**src/rtl/mux4_scan_sequencer_if.sv**
```systemverilog
// Bundle of control, sample and result signals between the scan sequencer
// and whatever drives it and feeds it the multiplexer output.
//
// Signals:
//   start       begin a scan (sampled only while the sequencer is idle)
//   cont        1 = continuous scanning, 0 = single-shot
//   abort       synchronous abort of the scan in progress
//   mux_out     output of the 4:1 multiplexer being scanned
//   s1, s0      registered multiplexer selects
//   busy        high while a scan is in progress
//   frame       last completed 4-bit frame, frame[k] sampled with {s1,s0}=k
//   frame_valid one-cycle pulse when frame updates
//
// Modports: master drives start/cont/abort/mux_out, slave is the sequencer.
interface mux4_scan_sequencer_if;
  logic       start;
  logic       cont;
  logic       abort;
  logic       mux_out;
  logic       s1;
  logic       s0;
  logic       busy;
  logic [3:0] frame;
  logic       frame_valid;

  modport master (
    output start, cont, abort, mux_out,
    input  s1, s0, busy, frame, frame_valid
  );

  modport slave (
    input  start, cont, abort, mux_out,
    output s1, s0, busy, frame, frame_valid
  );
endinterface

```
**src/rtl/mux4_scan_sequencer.sv**
```systemverilog
// Upstream control stage for a 4:1 multiplexer. Steps the selects through
// channels 0..3, dwells DWELL cycles on each, samples the multiplexer output
// once per channel and publishes the four samples as a frame with a
// one-cycle frame_valid pulse. Single-shot or continuous, with abort.
//
// Ports:
//   clk    rising-edge clock
//   rst_n  asynchronous active-low reset
//   bus    slave side of mux4_scan_sequencer_if (start, cont, abort,
//          mux_out in; s1, s0, busy, frame, frame_valid out, all registered)
//
// Parameters:
//   DWELL  cycles spent on each channel before sampling, 1..255
//   CNT_W  dwell counter width, DWELL <= 2^CNT_W - 1
module mux4_scan_sequencer #(
  parameter int DWELL = 4,
  parameter int CNT_W = 8
) (
  input logic                   clk,
  input logic                   rst_n,
  mux4_scan_sequencer_if.slave  bus
);

  typedef enum logic [0:0] {
    IDLE = 1'b0,
    SCAN = 1'b1
  } state_t;

  localparam logic [CNT_W-1:0] CNT_LAST = CNT_W'(DWELL - 1);

  state_t           state_r;
  logic [CNT_W-1:0] cnt_r;
  logic [1:0]       sel_r;
  logic [2:0]       shadow_r;
  logic [3:0]       frame_r;
  logic             frame_valid_r;
  logic             busy_r;

  // Scan FSM: select stepping, dwell counting, sampling and frame assembly.
  always_ff @(posedge clk or negedge rst_n) begin
    if (!rst_n) begin
      state_r       <= IDLE;
      cnt_r         <= '0;
      sel_r         <= 2'd0;
      shadow_r      <= 3'b000;
      frame_r       <= 4'b0000;
      frame_valid_r <= 1'b0;
      busy_r        <= 1'b0;
    end else begin
      // frame_valid is a pulse: cleared every edge unless a frame completes.
      frame_valid_r <= 1'b0;
      case (state_r)
        IDLE: begin
          sel_r <= 2'd0;
          cnt_r <= '0;
          // start wins over a simultaneous abort here; abort only acts in SCAN.
          if (bus.start) begin
            state_r <= SCAN;
            busy_r  <= 1'b1;
          end else begin
            busy_r  <= 1'b0;
          end
        end
        SCAN: begin
          if (bus.abort) begin
            // Partial frame is dropped; frame keeps its previous value.
            state_r <= IDLE;
            sel_r   <= 2'd0;
            cnt_r   <= '0;
            busy_r  <= 1'b0;
          end else if (cnt_r < CNT_LAST) begin
            cnt_r <= cnt_r + CNT_W'(1);
          end else begin
            cnt_r <= '0;
            case (sel_r)
              2'd0: begin
                shadow_r[0] <= bus.mux_out;
                sel_r       <= 2'd1;
              end
              2'd1: begin
                shadow_r[1] <= bus.mux_out;
                sel_r       <= 2'd2;
              end
              2'd2: begin
                shadow_r[2] <= bus.mux_out;
                sel_r       <= 2'd3;
              end
              default: begin
                // Last channel: the live sample joins the three held ones.
                frame_r       <= {bus.mux_out, shadow_r};
                frame_valid_r <= 1'b1;
                sel_r         <= 2'd0;
                // cont is only consulted here, so mid-frame changes wait.
                if (!bus.cont) begin
                  state_r <= IDLE;
                  busy_r  <= 1'b0;
                end else begin
                  state_r <= SCAN;
                end
              end
            endcase
          end
        end
        default: begin
          state_r <= IDLE;
          sel_r   <= 2'd0;
          cnt_r   <= '0;
          busy_r  <= 1'b0;
        end
      endcase
    end
  end

  assign bus.s1          = sel_r[1];
  assign bus.s0          = sel_r[0];
  assign bus.busy        = busy_r;
  assign bus.frame       = frame_r;
  assign bus.frame_valid = frame_valid_r;

endmodule

```
**src/flat_wrapper.sv**
```systemverilog
// flat-port wrapper written by rule: the top's interface ports become plain ports
module mux4_scan_sequencer_flat 
#(
  parameter int DWELL = 4,
  parameter int CNT_W = 8
)
  (clk, rst_n, bus_start, bus_cont, bus_abort, bus_mux_out, bus_s1, bus_s0, bus_busy, bus_frame, bus_frame_valid);
  mux4_scan_sequencer_if bus_i ();
  input logic clk;
  input logic rst_n;
  input wire logic [$bits(bus_i.start)-1:0] bus_start;
  input wire logic [$bits(bus_i.cont)-1:0] bus_cont;
  input wire logic [$bits(bus_i.abort)-1:0] bus_abort;
  input wire logic [$bits(bus_i.mux_out)-1:0] bus_mux_out;
  output wire logic [$bits(bus_i.s1)-1:0] bus_s1;
  output wire logic [$bits(bus_i.s0)-1:0] bus_s0;
  output wire logic [$bits(bus_i.busy)-1:0] bus_busy;
  output wire logic [$bits(bus_i.frame)-1:0] bus_frame;
  output wire logic [$bits(bus_i.frame_valid)-1:0] bus_frame_valid;
  assign bus_i.start = bus_start;
  assign bus_i.cont = bus_cont;
  assign bus_i.abort = bus_abort;
  assign bus_i.mux_out = bus_mux_out;
  assign bus_s1 = bus_i.s1;
  assign bus_s0 = bus_i.s0;
  assign bus_busy = bus_i.busy;
  assign bus_frame = bus_i.frame;
  assign bus_frame_valid = bus_i.frame_valid;
  mux4_scan_sequencer #(.DWELL(DWELL), .CNT_W(CNT_W)) u_core (.clk(clk), .rst_n(rst_n), .bus(bus_i));
endmodule
```
**config.mk**
```make
export PLATFORM = sky130hd
export DESIGN_NAME = mux4_scan_sequencer_flat
export DESIGN_NICKNAME = d
export VERILOG_FILES = /design/src/rtl/mux4_scan_sequencer_if.sv /design/src/rtl/mux4_scan_sequencer.sv /design/src/flat_wrapper.sv
export SDC_FILE = /design/constraint.sdc
export NUM_CORES = 1
export LEC_CHECK = 0
export ABC_AREA = 1
export CAP_MARGIN = 10
export CORE_MARGIN = 2
export CORE_UTILIZATION = 54
export DETAILED_ROUTE_END_ITERATION = 10
export GPL_TIMING_DRIVEN = 0
export PLACE_DENSITY_LB_ADDON = 0.2
export SKIP_CTS_REPAIR_TIMING = 1
export SYNTH_ARGS = -nofsm -noshare
export SYNTH_HDL_FRONTEND = slang
export SYNTH_SLANG_ARGS = --single-unit
```
**constraint.sdc**
```tcl
create_clock -name clk -period 1.8 [get_ports clk]
set_input_delay 0.18 -clock clk [delete_from_list [all_inputs] [get_ports clk]]
set_output_delay 0.18 -clock clk [all_outputs]
set_load 0.005 [all_outputs]
```
=== Word-level counts from Yosys, hierarchy flattened ===
Cells that the tools add are included.

* $add $sub $neg: 1
* Multiply operators: 0
* Divide/modulo/power cells: 0
* $lt $le $gt $ge: 1
* Eq/ne operators: 5
* Shift-type cells: 0
* Muxes and demuxes: 22
* Bitwise gates (word level): 4
* Reduce and logical (&&, ||, !) cells: 7

{| class="wikitable"
|+ Operator list
! kind !! count
|-
| 8-bit 2-to-1 mux || 2
|-
| 8-bit one-hot mux with 2 select lines || 1
|-
| 4-bit AND reduction || 4
|-
| 1-bit 2-to-1 mux || 13
|-
| 3-bit != test (second input constant) || 3
|-
| 8-bit by 1-bit adder with 8-bit output (second input constant) || 1
|-
| 8-bit by 2-bit < comparator with 1-bit output (second input constant) || 1
|-
| 2-bit one-hot mux with 3 select lines || 1
|-
| 2-bit 2-to-1 mux || 2
|-
| 1-bit inverter || 4
|-
| 1-bit one-hot mux with 2 select lines || 2
|-
| 2-bit one-hot mux with 2 select lines || 1
|-
| 3-bit AND reduction || 1
|-
| 3-bit OR reduction || 1
|-
| 2-bit by 1-bit == test with 1-bit output (second input constant) || 1
|-
| 2-bit == test (second input constant) || 1
|-
| 2-bit zero test || 1
|}

* Register bits: 20
* Latch bits: 0
* Memory bits (writable): 0
* Memory bits (read-only): 0
* Output and inout port bits: 8
* Logic and storage cells: 49
* Memories kept: 0

=== Longest topological paths before layout ===
* Word-level depth: 6
* Mapped depth: 7
* Mapped depth without buffers: 7

=== Worst setup path after synthesis ===
Ideal clock, no wire load.

* Path kind: register to register
* From: reg u_core.cnt_r[0]
* To: reg u_core.frame_r[0] (netlist: u_core.bus.frame[0])
* Library setup time: 116 ps
* Arrival time: 1053 ps
* Slack: 630 ps
* Cell stages (with the launch flop): 8
* Clock period less this slack: 1170 ps
* Cells stage by stage: dfrtp_1 > ha_1 > inv_1 > nand2_2 > o21ai_4 > inv_4 > nand2_1 > nand2_1

* Word-level cells in the longest chain between the ends: 3

{| class="wikitable"
|+ RTL lines
! element !! RTL line !! RTL
|-
| start, declared || mux4_scan_sequencer.sv:32 || <nowiki>logic [CNT_W-1:0] cnt_r;</nowiki>
|-
| start signal, assigned || mux4_scan_sequencer.sv:72 || <nowiki>cnt_r <= cnt_r + CNT_W'(1);</nowiki>
|-
| 8-bit by 2-bit < comparator with 1-bit output || mux4_scan_sequencer.sv:71 || <nowiki>end else if (cnt_r < CNT_LAST) begin</nowiki>
|-
| 1-bit inverter (no line) || -- ||
|-
| 4-bit AND reduction (no line) || -- ||
|-
| end signal, assigned || mux4_scan_sequencer.sv:90 || <nowiki>frame_r <= {bus.mux_out, shadow_r};</nowiki>
|-
| end, declared || mux4_scan_sequencer.sv:35 || <nowiki>logic [3:0] frame_r;</nowiki>
|}

Every way passes these cells.
A chain may end at the register's enable or synchronous reset.

=== Worst setup path after layout ===
* From: reg u_core.sel_r[1]
* To: out bus_s1

{| class="wikitable"
|+ RTL lines
! element !! RTL line !! RTL
|-
| start, declared || mux4_scan_sequencer.sv:33 || <nowiki>logic [1:0] sel_r;</nowiki>
|-
| start signal, assigned || mux4_scan_sequencer.sv:44 || <nowiki>sel_r <= 2'd0;</nowiki>
|-
| start signal, assigned || mux4_scan_sequencer.sv:54 || <nowiki>sel_r <= 2'd0;</nowiki>
|-
| start signal, assigned || mux4_scan_sequencer.sv:68 || <nowiki>sel_r <= 2'd0;</nowiki>
|-
| end, declared || flat_wrapper.sv:15 || <nowiki>output wire logic [$bits(bus_i.s1)-1:0] bus_s1;</nowiki>
|}

No word-level cell between the ends.

==> impl_metrics.ini <==
[global_routing]
grt_usage_pct = 18.9
grt_pass1_wl_um = 2560
grt_max_degree = 21
antenna_found_initial = 0
overflow = 0
grt_pass1_vias = 620

[cells_and_area]
multi_input_area_um2 = 313
areaGrowthSynthToFinish_pct = 26.2
fillers = 116
drive_above_1_share_pct = 9.09
layout.nets = 122
diodes = 0
seq_area_um2 = 500
stdcell_area_mm2 = 0.00107

[worst_setup_path]
rr_endpoint = u_core.bus.frame[2]
arrival_ns = 1.28
slowest_delay_ns = 0.53
reg2reg_depth = 7
cp-start-kind = flip-flop
crit_chain = clkdlybuf4s50_1
path_max_fanout = 5
crit_buf_inv = 1
required_ns = 1.62
path_class = reg -> out
crit_slowest_cell = clkdlybuf4s50_1
ff2ff_setup_slack_ns = 0.51
end_kind = primary output
worstReg2RegStart = u_core.cnt_r[0]
critPathTopFamily = buffers and inverters

[power_and_ir_drop]
powerDensity_mw_per_mm2 = 954
peakVddDrop_uv = 610
p_leak_uw = 0.000535

[logic_synthesis]
ys_ff_latch = 20
synth_top_area_share_pct = 59.2
avgSynthCellArea_um2 = 9.61
ys_types = 15
netlist_area_um2 = 846
yosys-top-cells-area = dfrtp_1 (59%), nand2_1 (8.9%), ha_1 (7.4%)
synth_largest_area_cell = dfrtp_1
ys_warn_count = 0
yosysSeqAreaShare_pct = 59.2
synth_cells = 88

[clock_network]
cts_htree_levels = 1
clock_sinks = 20
cts_buffer_depth = 2
cts_tree = yes
root_buffer = clkbuf_4
insertion_delay_ns = 0.31
cts-buffers-inserted = 3
clk_pin_slew_ns = 0.11

[outcome]
status = finished, final reports clean

[sta]
hold_ws_ns = 0.345
hold_viol = 0
fin_setup_tns_ns = 0
finalSetupViolCount = 0
fin_skew_ns = 0.00257
slew_violations = 0
fmax_mhz = 683
worst_pin_slew_ns = 0.849
finalCritPeriodShare_pct = 81.3
finalCriticalPeriod_ns = 1.46
rsz0062_at_grt = no
relSlewSlack_pct = 43.2

[die]
core_area_mm2 = 0.00149
die_w_um = 43.6
top_level_ports = 14
start_util_pct = 56.8
die_y_um = 43.6
row_count = 14
dieArea_mm2 = 0.00190

[placement]
portBuffers = 13
gp_congestion = 0.760
placed_area_mm2 = 0.00101
dpl.hpwl_um = 956

[routing]
wl_per_cell_um = 11.1
vias = 593
viasPerCell = 4.71
drc_errors = 0
first_pass_iters = 4
antenna_left = 0
drt_iter0_drc = 13
routed_wl_um = 1400

[job]
maxCapViolCount = 0

[hold_path]
hp-class = in -> async
## layout make-up
cell class / count / area share [%]
Multi-Input combinational cell: 60 / 29.3
Timing Repair Buffer: 13 / 12.2
Clock buffer: 3 / 2.11
Clock inverter: 1 / 2.81
Inverter: 13 / 4.81
Sequential cell: 20 / 46.9
Tap cell: 16 / 1.88
## layer usage
metal,global-route usage [%],part of all wire [%]
met2,33.2,52
met1,20.3,42
met5,0,0
met4,10.9,2.6
met3,5.00,3.2
## state kept, by name (all words and copies together), names as in the netlist
register	flops
u_core.cnt_r	8
u_core.bus.frame	4
u_core.shadow_r	3
u_core.sel_r	2
u_core.bus.busy	1
u_core.bus.frame_valid	1
u_core.state_r	1
## cell usage in the layout (no fill, tap or decap)
cell type / instances
nand2_1: 20
dfrtp_1: 20
clkdlybuf4s50_1: 13
inv_1: 12
nor2_1: 11
o21ai_0: 8
conb_1: 6
ha_1: 5
clkbuf_4: 3
nand2_2: 2
nor3_1: 2
o21ai_1: 2
nor2_2: 1
nor2_4: 1
o21ai_4: 1
inv_4: 1
nand3_1: 1
bufinv_16: 1
## Yosys cell counts
library cell / count
nand2_1: 20
inv_1: 12
ha_1: 5
conb_1: 1
o21ai_1: 2
nor2_1: 11
o21ai_4: 1
o21ai_0: 8
inv_4: 1
nor3_1: 2
nor2_2: 1
nor2_4: 1
dfrtp_1: 20
nand3_1: 1
nand2_2: 2
## power by group
part | internal, uW | total (uW) | switching [uW]
clock network | 225 | 369 | 144
logic | 59.6 | 125 | 65.6
registers | 497 | 524 | 27.0
total | 782 | 1020 | 236
## cell families (layout without fill, tap and decap cells)
logic type,Yosys count,in the layout,synth area share [%]
AO/OA/AOI/OAI,11,11,7.84
adder cells (fa/ha/maj),5,5,7.40
buffers and inverters,13,30,6.07
flip-flops,20,20,59.2
other,1,6,0.443
AND/OR/NAND/NOR,38,38,19.1
## worst max-delay path by stage
stage,slack [ns],to,start,depth (start not counted)
6_report,0.34,bus_s1,u_core.sel_r[1],1
5_1_grt,0.29,bus_s1,u_core.sel_r[1],1
4_1_cts,0.32,bus_s1,u_core.sel_r[1],1
3_5_place_dp,0.44,u_core.sel_r[0],bus_abort,7
3_3_place_gp,0.46,u_core.sel_r[0],bus_abort,7
2_1_floorplan,0.63,u_core.bus.frame[0],u_core.cnt_r[0],7
## metrics by stage
step	worst slack, ns	std cells	util (%)	total power, uW
final	0.337	126	71.7	1020
after global routing	0.290	126	71.7	1060
after CTS	0.316	126	71.7	1030
after detailed placement	0.440	122	68.2	658
after global placement	0.461	122	68.2	650
after floorplan	0.630	93	-	593
(Power assumes the default switching activity.)
